==> src/rtl/uart_pkg.sv <==
// Shared constants for the UART receiver: FSM state encoding and oversampling points.
package uart_pkg;

  localparam int unsigned OVERSAMPLE  = 16;
  localparam int unsigned MID_SAMPLE  = 7;
  localparam int unsigned LAST_SAMPLE = 15;

  localparam logic [2:0] IDLE      = 3'd0;
  localparam logic [2:0] START     = 3'd1;
  localparam logic [2:0] DATA      = 3'd2;
  localparam logic [2:0] PARITY    = 3'd3;
  localparam logic [2:0] STOP      = 3'd4;
  localparam logic [2:0] WAIT_HIGH = 3'd5;

endpackage

==> src/rtl/sync_2ff.sv <==
// Generic 1-bit two-flop synchronizer; resets to 1 so an idle-high line reads idle.
module sync_2ff (
  input  logic clk,
  input  logic rst_n,
  input  logic d,
  output logic q
);

  logic meta;

  always_ff @(posedge clk or negedge rst_n) begin
    if (!rst_n) begin
      meta <= 1'b1;
      q    <= 1'b1;
    end else begin
      meta <= d;
      q    <= meta;
    end
  end

endmodule

==> src/rtl/uart_rx.sv <==
// 16x-oversampled UART receiver with ready/clear handshake, framing and overrun status.
// Define UART_RX_PARITY_EN to expect an even-parity bit and expose parity_err.
module uart_rx
  import uart_pkg::*;
#(
  parameter int unsigned DATA_BITS = 8
) (
  input  logic                 clk,
  input  logic                 rst_n,
  input  logic                 rxclk_en,
  input  logic                 rx,
  input  logic                 rdy_clr,
  output logic [DATA_BITS-1:0] data,
  output logic                 ready,
  output logic                 frame_err,
  output logic                 overrun,
`ifdef UART_RX_PARITY_EN
  output logic                 parity_err,
`endif
  output logic                 busy
);

  localparam int unsigned BW = $clog2(DATA_BITS + 1);
  localparam int unsigned SW = $clog2(OVERSAMPLE);
  localparam logic [SW-1:0] MidCnt  = SW'(MID_SAMPLE);
  localparam logic [SW-1:0] LastCnt = SW'(LAST_SAMPLE);
  localparam logic [BW-1:0] LastBit = BW'(DATA_BITS - 1);

  logic                 rx_s;
  logic [2:0]           state_q, state_d;
  logic [SW-1:0]        sample_q, sample_d;
  logic [BW-1:0]        bit_q, bit_d;
  logic [DATA_BITS-1:0] shift_q, shift_d;
  logic [DATA_BITS-1:0] data_d;
  logic                 ready_d, frame_err_d, overrun_d, busy_d;
  logic                 complete;
`ifdef UART_RX_PARITY_EN
  logic                 par_q, par_d;
  logic                 parity_err_d;
`endif

  sync_2ff u_sync (
    .clk   (clk),
    .rst_n (rst_n),
    .d     (rx),
    .q     (rx_s)
  );

  always_comb begin
    state_d  = state_q;
    sample_d = sample_q;
    bit_d    = bit_q;
    shift_d  = shift_q;
    complete = 1'b0;
`ifdef UART_RX_PARITY_EN
    par_d    = par_q;
`endif
    if (rxclk_en) begin
      case (state_q)
        IDLE: begin
          if (!rx_s) begin
            state_d  = START;
            sample_d = '0;
          end
        end
        START: begin
          if (sample_q == MidCnt) begin
            // Mid start bit: still low means a real start, otherwise a glitch.
            sample_d = '0;
            bit_d    = '0;
            state_d  = rx_s ? IDLE : DATA;
          end else begin
            sample_d = sample_q + 1'b1;
          end
        end
        DATA: begin
          sample_d = sample_q + 1'b1;
          if (sample_q == LastCnt) begin
            shift_d = {rx_s, shift_q[DATA_BITS-1:1]};
            bit_d   = bit_q + 1'b1;
            if (bit_q == LastBit) begin
              bit_d = '0;
`ifdef UART_RX_PARITY_EN
              state_d = PARITY;
`else
              state_d = STOP;
`endif
            end
          end
        end
`ifdef UART_RX_PARITY_EN
        PARITY: begin
          sample_d = sample_q + 1'b1;
          if (sample_q == LastCnt) begin
            par_d   = rx_s;
            state_d = STOP;
          end
        end
`endif
        STOP: begin
          sample_d = sample_q + 1'b1;
          if (sample_q == LastCnt) begin
            complete = 1'b1;
            // A low stop bit may be a break; wait for the line to go idle first.
            state_d  = rx_s ? IDLE : WAIT_HIGH;
          end
        end
        WAIT_HIGH: begin
          if (rx_s) state_d = IDLE;
        end
        default: state_d = IDLE;
      endcase
    end
  end

  always_comb begin
    data_d      = data;
    ready_d     = ready;
    frame_err_d = frame_err;
    overrun_d   = overrun;
`ifdef UART_RX_PARITY_EN
    parity_err_d = parity_err;
`endif
    if (complete) begin
      data_d      = shift_q;
      ready_d     = 1'b1;
      frame_err_d = ~rx_s;
      overrun_d   = overrun | (ready & ~rdy_clr);
`ifdef UART_RX_PARITY_EN
      parity_err_d = (^shift_q) ^ par_q;
`endif
    end else if (rdy_clr) begin
      ready_d   = 1'b0;
      overrun_d = 1'b0;
    end
    busy_d = (state_d != IDLE);
  end

  always_ff @(posedge clk or negedge rst_n) begin
    if (!rst_n) begin
      state_q   <= IDLE;
      sample_q  <= '0;
      bit_q     <= '0;
      shift_q   <= '0;
      data      <= '0;
      ready     <= 1'b0;
      frame_err <= 1'b0;
      overrun   <= 1'b0;
      busy      <= 1'b0;
`ifdef UART_RX_PARITY_EN
      par_q      <= 1'b0;
      parity_err <= 1'b0;
`endif
    end else begin
      state_q   <= state_d;
      sample_q  <= sample_d;
      bit_q     <= bit_d;
      shift_q   <= shift_d;
      data      <= data_d;
      ready     <= ready_d;
      frame_err <= frame_err_d;
      overrun   <= overrun_d;
      busy      <= busy_d;
`ifdef UART_RX_PARITY_EN
      par_q      <= par_d;
      parity_err <= parity_err_d;
`endif
    end
  end

endmodule
==> config.mk <==
export PLATFORM = sky130hd
export DESIGN_NAME = uart_rx
export DESIGN_NICKNAME = d
export VERILOG_FILES = /design/src/rtl/uart_pkg.sv /design/src/rtl/sync_2ff.sv /design/src/rtl/uart_rx.sv
export SDC_FILE = /design/constraint.sdc
export NUM_CORES = 1
export LEC_CHECK = 0
export BUFFER_PORTS_ARGS = -buffer_cell sky130_fd_sc_hd__buf_2
export CAP_MARGIN = 25
export CORE_ASPECT_RATIO = 1.1
export CORE_MARGIN = 2
export CORE_UTILIZATION = 60
export CTS_CLUSTER_SIZE = 40
export DETAILED_ROUTE_END_ITERATION = 16
export PLACE_DENSITY = 0.8
export SYNTH_ARGS = -nofsm -noshare
export SYNTH_HDL_FRONTEND = slang
export SYNTH_SLANG_ARGS = --single-unit
export TNS_END_PERCENT = 20
==> constraint.sdc <==
create_clock -name clk -period 3.1 [get_ports clk]
set_input_delay 0.31 -clock clk [delete_from_list [all_inputs] [get_ports clk]]
set_output_delay 0.31 -clock clk [all_outputs]
set_load 0.05 [all_outputs]
Word level (Yosys, flattened, before mapping)
Cells that the tools add are included.
{"block": "word_totals", "reg_bits": 33, "output_inout_bits": 12, "elab_cells": 59}
{"block": "classes", "add_sub_neg": 2, "eq_ne": 10, "n_mux": 23, "n_bitwise": 4, "reduce_logical": 9}
{"op": "3-bit 2-to-1 mux", "n": 8}
{"op": "4-bit 2-to-1 mux", "n": 5}
{"op": "3-bit case mux with 5 select lines", "n": 1}
{"op": "4-bit case mux with 3 select lines", "n": 1}
{"op": "4-bit by 1-bit adder with 4-bit output (second input constant)", "n": 2}
{"op": "4-bit by 3-bit equality test with 1-bit output (second input constant)", "n": 2}
{"op": "4-bit case mux with 2 select lines", "n": 1}
{"op": "3-bit equality test (second input constant)", "n": 2}
{"op": "1-bit 2-to-1 mux", "n": 6}
{"op": "2-bit != test (second input constant)", "n": 3}
{"op": "3-bit AND reduction", "n": 2}
{"op": "3-bit nonzero test", "n": 2}
{"op": "4-bit equality test (second input constant)", "n": 1}
{"op": "4-bit AND reduction", "n": 1}
{"op": "2-bit nonzero test", "n": 2}
{"op": "3-bit by 1-bit equality test with 1-bit output (second input constant)", "n": 1}
{"op": "3-bit by 2-bit equality test with 1-bit output (second input constant)", "n": 1}
{"op": "3-bit zero test", "n": 1}
{"op": "2-bit 2-to-1 mux", "n": 1}
{"op": "1-bit inverter", "n": 2}
{"op": "2-bit OR reduction", "n": 1}
{"op": "1-bit bitwise AND", "n": 1}
{"op": "1-bit bitwise OR", "n": 1}

Logic depth before layout (Yosys ltp)
{"block": "logic_depth", "word_depth": 6, "mapped_depth": 7, "ltp_nobuf": 6}

Modules after synthesis
Synthesis repeated with hierarchy kept, for this count alone.
{"block": "unflattened", "hier_cells": 149, "hier_area_um2": 1604.0}
{"mod": "uart_rx", "n_inst": 1, "cells_each": 147, "area_per_inst_um2": 1551.5, "seq_area_each_um2": 775.7}
{"mod": "sync_2ff", "n_inst": 1, "cells_each": 2, "area_per_inst_um2": 52.6, "seq_area_each_um2": 52.6}

Least setup slack after synthesis
No wires, ideal clock.
{"block": "synth_timing", "path_kind": "reg-to-reg", "startpoint": "reg sample_q[0]", "endpoint": "reg data[0]", "setup_ns": 0.125, "t_arrival_ns": 1.690, "slack_ns": 1.285, "stages_incl_launch_ff": 7, "n_path_buf": 1, "period_less_slack_ns": 1.815, "path_cell_list": "dfrtp_1 ha_1 and3_1 nand2_1 nor3_1 buf_4 mux2_2"}
{"block": "synth_via", "elab_chain_cells": 4}
{"element": "start, declared", "line": "uart_rx.sv:31", "text": "logic [SW-1:0] sample_q, sample_d;"}
{"element": "start signal, assigned", "line": "uart_rx.sv:156", "text": "sample_q <= sample_d;"}
{"element": "4-bit equality test", "line": "uart_rx.sv:102", "text": "if (sample_q == LastCnt) begin"}
{"element": "1-bit 2-to-1 mux", "line": "uart_rx.sv:102"}
{"element": "1-bit 2-to-1 mux", "line": "uart_rx.sv:59", "text": "case (state_q)"}
{"element": "1-bit 2-to-1 mux", "line": "uart_rx.sv:58", "text": "if (rxclk_en) begin"}
{"element": "end signal, assigned", "line": "uart_rx.sv:159", "text": "data <= data_d;"}
{"element": "end, declared", "line": "uart_rx.sv:13", "text": "output logic [DATA_BITS-1:0] data,"}
No other way between the ends.
A chain may end at the register's enable or synchronous reset.

Final worst setup path
{"block": "layout_timing", "startpoint": "reg sample_q[0]", "endpoint": "reg bit_q[3]"}
{"block": "layout_via", "elab_chain_cells": 3, "elab_cells_between_ends": 5}
{"element": "4-bit equality test / 4-bit by 3-bit equality test with 1-bit output (equally long branches)", "line": "uart_rx.sv:78, uart_rx.sv:67"}
{"element": "2-bit != test (no source line)"}
{"element": "4-bit AND reduction (no source line) (*)"}
{"element": "end signal, assigned", "line": "uart_rx.sv:157", "text": "bit_q <= bit_d;"}
{"element": "end, declared", "line": "uart_rx.sv:32", "text": "logic [BW-1:0] bit_q, bit_d;"}
Mark *: on every way between the ends. The rest lies on a longest branch, timed or not.

==> results.cfg <==
[timing]
rsz0062_at_grt = false
fin_ws_ns = 1.235
min_period_ns = 1.865
finalHoldViolCount = 0
relSlewSlack = 0.5357
hold_ws_ns = 0.007816
maxSlewViolCount = 0
worst_pin_slew_ns = 0.6965
clock.fmax_mhz = 536.2
fin_crit_sh = 0.6016
tns_ns = 0
finClkSkew_ns = 0.009563
setup_viol = 0

[floorplan]
chipHeight_um = 56.75
io_pins = 17
die_w_um = 51.96
fp-row-count = 19
coreArea_mm2 = 0.002449
start_util = 0.6198
die-area_mm2 = 0.002948

[grt]
grt_max_degree = 34
grt_usage = 0.2115
antenna_found_initial = 0
grt_pass1_wl_um = 4560
grt_pass1_vias = 1052
overflow = 0

[drt]
wl_met3_um = 131
num_vias = 1085
drt_iter0_drc = 26
vias_per_cell = 5.833
postRouteAntennaNets = 0
postRouteWirelength_um = 2673
drt_first_pass_iters = 4
wirelength_met1_um = 1161
wire_per_inst_um = 14.37
wl_met2_um = 1323
top_layer = met4
drcViolationCount = 0

[finish]
n_antenna_cell = 0
regArea_um2 = 828.3
fill_cells = 176
drive_gt1_frac = 0.2968
multi_input_area_um2 = 648.1
area_growth_pct = 12.20
fin_nets = 161
post_layout_nonfiller_instances = 186

[power_and_ir_drop]
power_density_mw_per_mm2 = 584.0
clkPwrFrac = 0.332
netSwitchingPower_mw = 0.2770
seqPwrFrac = 0.514
combPwrFrac = 0.155
leakage_nw = 0.8494
vdd_ir_drop_max_uv = 626.7
p_sw_frac = 0.2786
p_int_mw = 0.7175

[placement]
dp.cells = 178
hpwl_um = 1995
gp_congestion = 0.8209
pre_cts_ws_ns = 1.269
port_buffers = 16

[min_path]
hp-class = in2async

[worst_setup_path]
critPathKind = reg2reg
end_kind = register
cp.arrival_ns = 2.09
critPathMaxFanout = 9
required_ns = 3.33
r2r_start = sample_q[0]$_DFFE_PN0P_
crit_start = sample_q[0]$_DFFE_PN0P_
critPathLaunchType = register

[yosys]
async_reset_ff_frac = 1.000
synth_fp_nets = 141
yosysWarningCount = 0
synth_cell_types = 38
synth-seq-cells = 33
netlist_area_mm2 = 0.001518
synth-edff-count = 0
ys_seq_area_frac = 0.5458
synthCells = 134
synthFlopType = dfrtp_1
avgSynthCellArea_um2 = 11.33

[flow_run]
maxCapViolCount = 0

[clocking]
postCtsSetupBuffers = 0
clock_tree.root_cell = clkbuf_4
cts.path.max_buffers = 2
cts_tree = yes
clk_pin_slew_worst_paths_ns = 0.09
clock_sinks = 33
cts_hold_buf = 0
cts-resized-gates = 0
cts_htree_levels = 2
clk-insertion-delay-late_ns = 0.34
cts_buffers = 5

[run_status]
status = completed
## placed cells by master, fill, tap and decap left out, types with 2 or more instances in the layout
| cell type | count |
|---|---|
| nand2b_1 | 4 |
| ha_1 | 2 |
| a21o_1 | 2 |
| o22ai_1 | 2 |
| and3b_1 | 2 |
| o21ai_0 | 8 |
| nor3_1 | 3 |
| nand2_1 | 17 |
| a21oi_1 | 5 |
| dfrtp_1 | 31 |
| dfstp_2 | 2 |
| nand4_1 | 3 |
| inv_1 | 4 |
| nand3_1 | 4 |
| clkbuf_4 | 5 |
| buf_2 | 16 |
| mux2_2 | 17 |
| nor2_1 | 4 |
## flip-flops by register name (all words and copies together), names as in the netlist
| name | count |
|---|---|
| data | 8 |
| shift_q | 8 |
| bit_q | 4 |
| sample_q | 4 |
| state_q | 3 |
| busy | 1 |
| frame_err | 1 |
| overrun | 1 |
| ready | 1 |
| u_sync.meta | 1 |
| u_sync.q | 1 |
## synth_stat cells (2+ instances only)
cell type | count | area share
nand2b_1 | 4 | 0.016
mux2_2 | 17 | 0.13
nand2_1 | 17 | 0.042
nand4_1 | 3 | 0.012
nor2_1 | 4 | 0.0099
a21oi_1 | 5 | 0.016
and3b_1 | 2 | 0.012
dfstp_2 | 2 | 0.035
nor3_1 | 3 | 0.0099
dfrtp_1 | 31 | 0.51
o21ai_0 | 8 | 0.026
inv_1 | 4 | 0.0099
buf_4 | 3 | 0.015
ha_1 | 2 | 0.016
o22ai_1 | 2 | 0.0082
nand3_1 | 4 | 0.013
a21o_1 | 2 | 0.0099
## power by group through the flow
| stage | Clock (mW) | Combinational, mW | Sequential (mW) |
|---|---|---|---|
| CTS | 0.340 | 0.155 | 0.509 |
| global route | 0.354 | 0.174 | 0.518 |
| global placement | 0 | 0.151 | 0.515 |
| finish | 0.330 | 0.154 | 0.511 |
| floorplan | 0 | 0.115 | 0.518 |
| detailed placement | 0 | 0.154 | 0.518 |
## cells by family (layout without fill, tap and decap cells)
kind of cell,Yosys count,count (layout),share of synthesized area
mux,17,17,0.1261
simple gates,47,47,0.1707
flops,33,33,0.5458
fa+ha+maj,2,2,0.01649
buf+inv,8,29,0.02720
compound gates,27,27,0.1138
## metrics by stage
stage               power [mW]  instance area, µm²    util
floorplan               0.6327                1518       -
global placement        0.6662                1618  0.6607
detailed placement      0.6722                1618  0.6607
CTS                      1.004                1703  0.6955
global route             1.046                1703  0.6955
finish                  0.9945                1703  0.6955
## final timing paths
| kind | end | cells past startpoint | slack (ns) |
|---|---|---|---|
| worst min register to register | u_sync.q$_DFF_PN1_ | 0 | 0.36 |
| min in group clk | u_sync.meta$_DFF_PN1_ | 1 | 0.07 |
| worst max-delay path | bit_q[3]$_DFFE_PN0P_ | 6 | 1.24 |
| worst max register to register | bit_q[3]$_DFFE_PN0P_ | 6 | 1.24 |
| worst min-delay path | bit_q[1]$_DFFE_PN0P_ | 1 | 0.008 |
| max in group asynchronous | sample_q[3]$_DFFE_PN0P_ | 1 | 2.64 |
## per-layer routing
layer,up-vias,track usage
li1,531,-
met1,509,0.2469
met2,38,0.3363
met3,7,0.07181
met4,0,0.1128
met5,-,0
## layout make-up
cell class                      count  area share
Clock buffer                        7     0.03233
Inverter                            4    0.008817
Clock inverter                      1     0.01763
Multi-Input combinational cell     93      0.3806
Timing Repair Buffer               17     0.05143
Tap cell                           31     0.02278
Sequential cell                    33      0.4864
## critical path, stage by stage (launching register included)
cell,delay [ns]
dfrtp_1,0.40
ha_1,0.25
and3_1,0.24
nand2_1,0.10
nor2_2,0.34
nand2_1,0.13
o31ai_1,0.30
(Power assumes the default switching activity.)
